==> config.mk <==
export PLATFORM = sky130hd
export DESIGN_NAME = sram_arbiter_flat
export DESIGN_NICKNAME = d
export VERILOG_FILES = /design/src/rtl/sram_arbiter_pkg.sv /design/src/rtl/sram_arbiter_if.sv /design/src/rtl/sram_arbiter.sv /design/src/flat_wrapper.sv
export SDC_FILE = /design/constraint.sdc
export NUM_CORES = 1
export LEC_CHECK = 0
export CORE_AREA = 5 5 150 152
export DETAILED_ROUTE_END_ITERATION = 7
export DIE_AREA = 0 0 155 157
export PLACE_DENSITY = 0.55
export SETUP_SLACK_MARGIN = 0.4
export SYNTH_ARGS = -nofsm -noshare
export SYNTH_HDL_FRONTEND = slang
export SYNTH_SLANG_ARGS = --single-unit
==> constraint.sdc <==
create_clock -name clk -period 2.5 [get_ports clk]
set_input_delay 0.25 -clock clk [delete_from_list [all_inputs] [get_ports clk]]
set_output_delay 0.25 -clock clk [all_outputs]
set_load 0.01 [all_outputs]
==> src/rtl/sram_arbiter_pkg.sv <==
// Shared definitions for the SRAM arbiter and the cache controllers that sit on it:
// bus widths, arbiter state encoding and transaction op encoding.
package sram_arb_pkg;

    localparam int ADDR_W  = 32;
    localparam int DATA_W  = 32;
    localparam int BLOCK_W = 64;

    typedef enum logic [1:0] {
        ST_IDLE = 2'd0,
        ST_BUSY = 2'd1,
        ST_GAP  = 2'd2
    } arb_state_t;

    typedef enum logic {
        OP_RD = 1'b0,
        OP_WR = 1'b1
    } arb_op_t;

    // A request with both read and write high is treated as a write.
    function automatic arb_op_t decode_op(input logic read, input logic write);
        return write ? OP_WR : OP_RD;
    endfunction

endpackage

==> src/rtl/sram_arbiter_if.sv <==
// Level-request / ready-pulse memory bus. The same bus shape is used between a
// requester and the arbiter and between the arbiter and the SRAM controller.
interface sram_arbiter_if;
    import sram_arb_pkg::*;

    logic [ADDR_W-1:0]  address;
    logic [DATA_W-1:0]  wdata;
    logic               read;
    logic               write;
    logic [BLOCK_W-1:0] rdata;
    logic               ready;

    // Issues requests and waits for the ready pulse.
    modport master (
        output address, wdata, read, write,
        input  rdata, ready
    );

    // Accepts requests and returns data with a ready pulse.
    modport slave (
        input  address, wdata, read, write,
        output rdata, ready
    );

endinterface

==> src/rtl/sram_arbiter.sv <==
// Round-robin arbiter sharing one SRAM controller between the data-cache port (p0)
// and the instruction-fetch port (p1). One transaction in flight; request fields are
// latched at grant, a watchdog aborts transactions the controller never completes,
// and an optional idle cycle after each completion keeps stale requests from re-granting.
module sram_arbiter
    import sram_arb_pkg::*;
#(
    parameter int unsigned TIMEOUT = 256,
    parameter int unsigned GAP     = 1
) (
    input  logic           clk,
    input  logic           rst,
    sram_arbiter_if.slave  p0,
    sram_arbiter_if.slave  p1,
    sram_arbiter_if.master sram,
    output logic           timeout_err
);

    localparam bit          WD_ON   = (TIMEOUT > 0);
    localparam bit          USE_GAP = (GAP != 0);
    localparam int unsigned CW      = WD_ON ? $clog2(TIMEOUT + 1) : 1;
    localparam logic [CW-1:0] WD_LAST = WD_ON ? CW'(TIMEOUT - 1) : '0;

    arb_state_t         state;
    logic               rr_ptr;
    logic               gnt;
    logic [ADDR_W-1:0]  addr_q;
    logic [DATA_W-1:0]  wdata_q;
    logic               rd_q;
    logic               wr_q;
    logic [CW-1:0]      wd_count;

    logic               req0;
    logic               req1;
    logic               pick;
    logic [ADDR_W-1:0]  sel_addr;
    logic [DATA_W-1:0]  sel_wdata;
    arb_op_t            sel_op;
    logic               req_held;
    logic               done;
    logic               abort;
    logic               finish;

    // Grant selection and completion/abort detection.
    always_comb begin
        req0      = p0.read | p0.write;
        req1      = p1.read | p1.write;
        // Both requesting: rr_ptr decides; otherwise the single requester (p1 iff only p1).
        pick      = (req0 && req1) ? rr_ptr : req1;
        sel_addr  = pick ? p1.address : p0.address;
        sel_wdata = pick ? p1.wdata   : p0.wdata;
        sel_op    = pick ? decode_op(p1.read, p1.write) : decode_op(p0.read, p0.write);
        req_held  = gnt ? req1 : req0;
        done      = (state == ST_BUSY) && sram.ready;
        abort     = WD_ON && (state == ST_BUSY) && !sram.ready && (wd_count == WD_LAST);
        finish    = done || abort;
    end

    // Arbiter FSM: grant and latch in IDLE, hold strobes through BUSY, optional GAP cycle.
    always_ff @(posedge clk or negedge rst) begin
        if (!rst) begin
            state    <= ST_IDLE;
            rr_ptr   <= 1'b0;
            gnt      <= 1'b0;
            addr_q   <= '0;
            wdata_q  <= '0;
            rd_q     <= 1'b0;
            wr_q     <= 1'b0;
            wd_count <= '0;
        end else begin
            case (state)
                ST_IDLE: begin
                    if (req0 || req1) begin
                        gnt      <= pick;
                        rr_ptr   <= ~pick;
                        addr_q   <= sel_addr;
                        wdata_q  <= sel_wdata;
                        rd_q     <= (sel_op == OP_RD);
                        wr_q     <= (sel_op == OP_WR);
                        wd_count <= '0;
                        state    <= ST_BUSY;
                    end
                end
                ST_BUSY: begin
                    if (finish) begin
                        rd_q  <= 1'b0;
                        wr_q  <= 1'b0;
                        state <= USE_GAP ? ST_GAP : ST_IDLE;
                    end else if (WD_ON) begin
                        wd_count <= wd_count + CW'(1);
                    end
                end
                ST_GAP: begin
                    state <= ST_IDLE;
                end
                default: begin
                    state <= ST_IDLE;
                end
            endcase
        end
    end

    assign sram.address = addr_q;
    assign sram.wdata   = wdata_q;
    assign sram.read    = rd_q;
    assign sram.write   = wr_q;

    // Route completion back to the granted port; dropped requests get no ready pulse.
    always_comb begin
        p0.ready    = 1'b0;
        p0.rdata    = '0;
        p1.ready    = 1'b0;
        p1.rdata    = '0;
        timeout_err = abort;
        if (finish && req_held) begin
            if (gnt) begin
                p1.ready = 1'b1;
                p1.rdata = done ? sram.rdata : '0;
            end else begin
                p0.ready = 1'b1;
                p0.rdata = done ? sram.rdata : '0;
            end
        end
    end

endmodule

==> src/flat_wrapper.sv <==
// flat-port wrapper written by rule: the top's interface ports become plain ports
module sram_arbiter_flat import sram_arb_pkg::*;
#(
    parameter int unsigned TIMEOUT = 256,
    parameter int unsigned GAP     = 1
)
  (clk, rst, timeout_err, p0_address, p0_wdata, p0_read, p0_write, p0_rdata, p0_ready, p1_address, p1_wdata, p1_read, p1_write, p1_rdata, p1_ready, sram_address, sram_wdata, sram_read, sram_write, sram_rdata, sram_ready);
  sram_arbiter_if p0_i ();
  sram_arbiter_if p1_i ();
  sram_arbiter_if sram_i ();
  input  logic clk;
  input  logic rst;
  output logic timeout_err;
  input wire logic [$bits(p0_i.address)-1:0] p0_address;
  input wire logic [$bits(p0_i.wdata)-1:0] p0_wdata;
  input wire logic [$bits(p0_i.read)-1:0] p0_read;
  input wire logic [$bits(p0_i.write)-1:0] p0_write;
  output wire logic [$bits(p0_i.rdata)-1:0] p0_rdata;
  output wire logic [$bits(p0_i.ready)-1:0] p0_ready;
  input wire logic [$bits(p1_i.address)-1:0] p1_address;
  input wire logic [$bits(p1_i.wdata)-1:0] p1_wdata;
  input wire logic [$bits(p1_i.read)-1:0] p1_read;
  input wire logic [$bits(p1_i.write)-1:0] p1_write;
  output wire logic [$bits(p1_i.rdata)-1:0] p1_rdata;
  output wire logic [$bits(p1_i.ready)-1:0] p1_ready;
  output wire logic [$bits(sram_i.address)-1:0] sram_address;
  output wire logic [$bits(sram_i.wdata)-1:0] sram_wdata;
  output wire logic [$bits(sram_i.read)-1:0] sram_read;
  output wire logic [$bits(sram_i.write)-1:0] sram_write;
  input wire logic [$bits(sram_i.rdata)-1:0] sram_rdata;
  input wire logic [$bits(sram_i.ready)-1:0] sram_ready;
  assign p0_i.address = p0_address;
  assign p0_i.wdata = p0_wdata;
  assign p0_i.read = p0_read;
  assign p0_i.write = p0_write;
  assign p0_rdata = p0_i.rdata;
  assign p0_ready = p0_i.ready;
  assign p1_i.address = p1_address;
  assign p1_i.wdata = p1_wdata;
  assign p1_i.read = p1_read;
  assign p1_i.write = p1_write;
  assign p1_rdata = p1_i.rdata;
  assign p1_ready = p1_i.ready;
  assign sram_address = sram_i.address;
  assign sram_wdata = sram_i.wdata;
  assign sram_read = sram_i.read;
  assign sram_write = sram_i.write;
  assign sram_i.rdata = sram_rdata;
  assign sram_i.ready = sram_ready;
  sram_arbiter #(.TIMEOUT(TIMEOUT), .GAP(GAP)) u_core (.clk(clk), .rst(rst), .p0(p0_i), .p1(p1_i), .sram(sram_i), .timeout_err(timeout_err));
endmodule
==> results.md <==
Run status:
- The run finished with clean final reports.

Route:
- The detailed router put a total of 8260 um of wire on met1.
- Signal routing reaches up to met5.
- For this block, the via count after detailed routing is 5195.
- The total routed wirelength is 23900 um.
- The DRC violation count after routing is 0.
- Once detail routing completed, the nets flagged for antenna violations numbered 0.
- The routed design uses 1880 um of met3 wire.
- The routed design uses 13100 um of met2 wire.
- The pre-antenna-repair detailed-routing pass consisted of 4 iterations.
- The iteration-0 DRC count of the detailed router is 231.
- The final routed wire length divided by cell count is 19.9 um.
- The per-cell via count in the routed design is 4.33.

Global routing:
- For this run, the total global-route usage over all layers was measured as 0.174.
- The aggregate global routing overflow is 0.
- The via count of the first global-routing pass is 5233.
- The initial antenna violation count came to 2.
- The first global-routing pass estimated 32000 um of wire.
- Entering global routing, the biggest net connects 54 pins.

Worst setup path:
- The kind of critical path is reg2out.
- The worst stage delay on the critical path is 0.38 ns.
- Traced cell by cell, the critical path runs through and2b_4 > nand2_4 > nor2_4 > buf_6 > buf_6 > buf_12 > buf_6 > and2_4 > buf_6.
- The cell class contributing the biggest share of worst-path delay is simple AND/OR/NAND/NOR gates.
- The data arrival at the endpoint of the critical path is 1.90 ns.
- The library cell contributing the largest single delay on the critical path is dfrtp_1.
- At the worst endpoint, the required time is 2.25 ns.
- The element type at the critical path end is an output port.
- The critical path's most frequent cell is buf_6.
- The critical path contains buffers and inverters numbering 5 combined.
- The startpoint kind of the worst setup timing path is a register.
- The worst-path maximum fanout is 7.

Floorplanning:
- In this run the count of I/O pins placed on the die edge is 396.
- The die is 157 um tall.
- From left edge to right edge, the die measures 155 um.
- The floorplan step defined a die boundary enclosing 24300 um^2.
- The core area is 20900 um^2.
- For this configuration, the core starts out at a cell density of 0.210.
- The floorplan has 53 rows.

Synthesis:
- Among all flip-flop cells after synthesis, the most frequent one is dfrtp_1.
- A synthesized cell averages 8.81 um^2.
- Synthesis produced a netlist whose cell count is 498.
- Of the synthesized area, sequential elements account for 0.451.
- Synthesis inferred 79 register bits.
- The netlist uses 40 different library cells.
- The count of flip-flops with a built-in enable after synthesis is 0.
- The summed instance area of the synthesized netlist is 4390 um^2.
- Of all flip-flops after synthesis, the portion carrying an async set or reset was 1.00.
- Yosys printed 0 warnings.
- The number of nets in the synthesized netlist is 699.

Clocking:
- The number of buffers inserted during clock tree synthesis is 9.
- The clock passes through at most 2 buffers.
- The CTS clock-pin slew for the worst setup and hold paths is 0.06 ns.
- TritonCTS built the clock tree.
- CTS placed an instance of clkbuf_16 at the clock tree root.
- The level count of the clock H-tree is 3.
- The sink count of the clock tree is 79.
- At the later pin of the worst-skew pair, clock insertion delay measures 0.34 ns.

Power:
- Across the VDD grid, the largest voltage drop is 0.352 mV.
- For this design the ratio of total power to cell area is 805 nW/um^2.
- Summed over all cells, the static leakage comes to 4.64 nW.

Timing:
- The number of pins with negative max-slew slack in the final report came to 0.
- The clock skew is 0.00851 ns.
- The total of endpoints with negative setup slack in the final report is 0.
- For the pin with the worst max-slew slack, the measured transition is 0.543 ns.
- The maximum clock frequency is 466 MHz.
- The final-layout setup total negative slack is 0 ns.
- The clock period minus final worst setup slack is 2.15 ns.
- Setup repair after global routing could not meet its margin everywhere.
- The number of hold violations in the final report is 0.
- The max-slew headroom at the worst pin is 0.638.
- Of the available clock period, the critical path in the final layout requires 0.859.

Finish:
- With fillers left out, the area of the finished cells amounts to 10000 um^2.
- The number of diodes is 0.
- The area growth from synthesis to layout is 128%.
- For this run, the number of standard cells in the final layout without fillers is 1201.
- The number of nets at the end of the flow is 1122.
- In the final layout, the share of cells above drive strength 1 is 0.353.
- The number of filler cells placed in the layout is 1979.

Placement:
- The placed instances occupy a cell area of 8680 um^2.
- In this run, placement finished with an instance count of 1150.
- Detailed placement finished with a half-perimeter wire length of 17400 um.
- The count of buffers added on input and output ports is 395.
- The global placer's final weighted congestion is 0.782.

Min path:
- The worst min-delay path class is in2async.

Flow run:
- The max-capacitance violation count is 0.
==> metrics by stage <==
| stage | hold WS (ns) | setup WS, ns | total power, mW | util |
|---|---|---|---|---|
| CTS | 0.440 | 0.250 | 7.75 | 0.441 |
| global route | 0.480 | 0.257 | 8.57 | 0.479 |
| detailed placement | 0.281 | 0.127 | 5.98 | 0.415 |
| finish | 0.442 | 0.353 | 8.05 | 0.479 |
| global placement | 0.279 | 0.149 | 5.97 | 0.415 |
| floorplan | -0.0456 | 0.406 | 3.75 | - |
==> final timing paths <==
check	slack, ns	cells past startpoint	startpoint	end
max	0.35	9	u_core.state[1]	p1_rdata[60]
min	0.44	2	rst	u_core.sram.wdata[1]
max reg2reg	0.37	9	u_core.wd_count[1]	u_core.wd_count[6]
min reg2reg	0.46	2	u_core.sram.address[15]	u_core.sram.address[15]
max in group asynchronous	1.43	3	rst	u_core.sram.address[0]
min in group clk	0.46	2	u_core.sram.address[15]	u_core.sram.address[15]
==> what timing repair did <==
item,CTS,global route
endpoints found under the hold margin,39,0
resized for setup,471,329
hold buffers,1,0
endpoints found under the setup margin,140,134
setup buffers,15,5
gates cloned,8,6
pin swaps,7,67
==> cell families (layout without fill, tap and decap cells) <==
logic type	count (synthesis)	in the layout	share of synthesized area
xor gates and xnor gates	1	1	0.00200
DFF	79	79	0.451
buffers and inverters	37	465	0.0505
muxes	2	2	0.00485
AOI/OAI and AO/OA	86	86	0.146
and+or+nand+nor	291	291	0.340
adders and majority gates	2	2	0.00571
==> power breakdown <==
part / total (mW) / leakage, nW / switching, mW / internal (mW)
logic: 4.34 / 3.48 / 1.93 / 2.41
registers: 2.16 / 0.989 / 0.316 / 1.84
clock network: 1.55 / 0.173 / 0.539 / 1.01
total: 8.05 / 4.64 / 2.79 / 5.26
==> worst reg2reg max path: stages (launching register included) <==
cell and delay (ns):
dfrtp_1 0.38, ha_2 0.19, and3_4 0.19, nand3_4 0.09, nor2_4 0.05, ha_4 0.17
o21ai_4 0.18, inv_2 0.05, or3_4 0.43, a211o_1 0.27
==> registers in the layout (all words and copies together) (netlist names) <==
name and flops:
u_core.sram.address 32, u_core.sram.write 1, u_core.rr_ptr 1, u_core.sram.read 1, u_core.state 2, u_core.gnt 1, u_core.sram.wdata 32, u_core.wd_count 9
==> Yosys cell counts, types with 2 or more instances <==
cell      instances  area (um^2)
a211o_1           2         17.5
a21o_1            2         15.0
a21oi_1           5         25.0
a22o_1            2         17.5
a22oi_1          64          480
and2_1          128          801
and3_1            4         25.0
buf_2             9         45.0
buf_6             9          101
clkbuf_1         14         52.6
dfrtp_1          79         1980
ha_1              2         25.0
inv_1             3         11.3
nand2_1         133          499
nand3_1           4         20.0
nor2_1            7         26.3
nor3_1            4         20.0
o21a_1            2         15.0
o21ai_0           3         15.0
o22ai_1           2         12.5
==> cell type report <==
type	count	area, um^2	share of cell area
Timing Repair Buffer	445	4780	0.478
Tap cell	275	344	0.0344
Clock inverter	6	116	0.0116
Inverter	4	17.5	0.00175
Sequential cell	79	1980	0.198
Multi-Input combinational cell	382	2520	0.253
Clock buffer	10	239	0.0239
==> per-layer routing <==
metal / track usage / vias up
met4: 0.0500 / 4
met2: 0.336 / 257
met5: 0 / -
li1: - / 2515
met1: 0.178 / 2376
met3: 0.0577 / 43
==> cells in the final DEF, fill, tap and decap left out, types with 6 or more instances in the layout <==
cell type and n:
and2_4 111, dfrtp_1 79, clkbuf_16 14, nor2_1 6
a22oi_1 64, nand2_1 132, buf_16 8, and2_1 17
buf_6 123, buf_4 20, clkdlybuf4s50_1 263, buf_2 16
buf_12 8
Power figures use the tool's default switching activity.
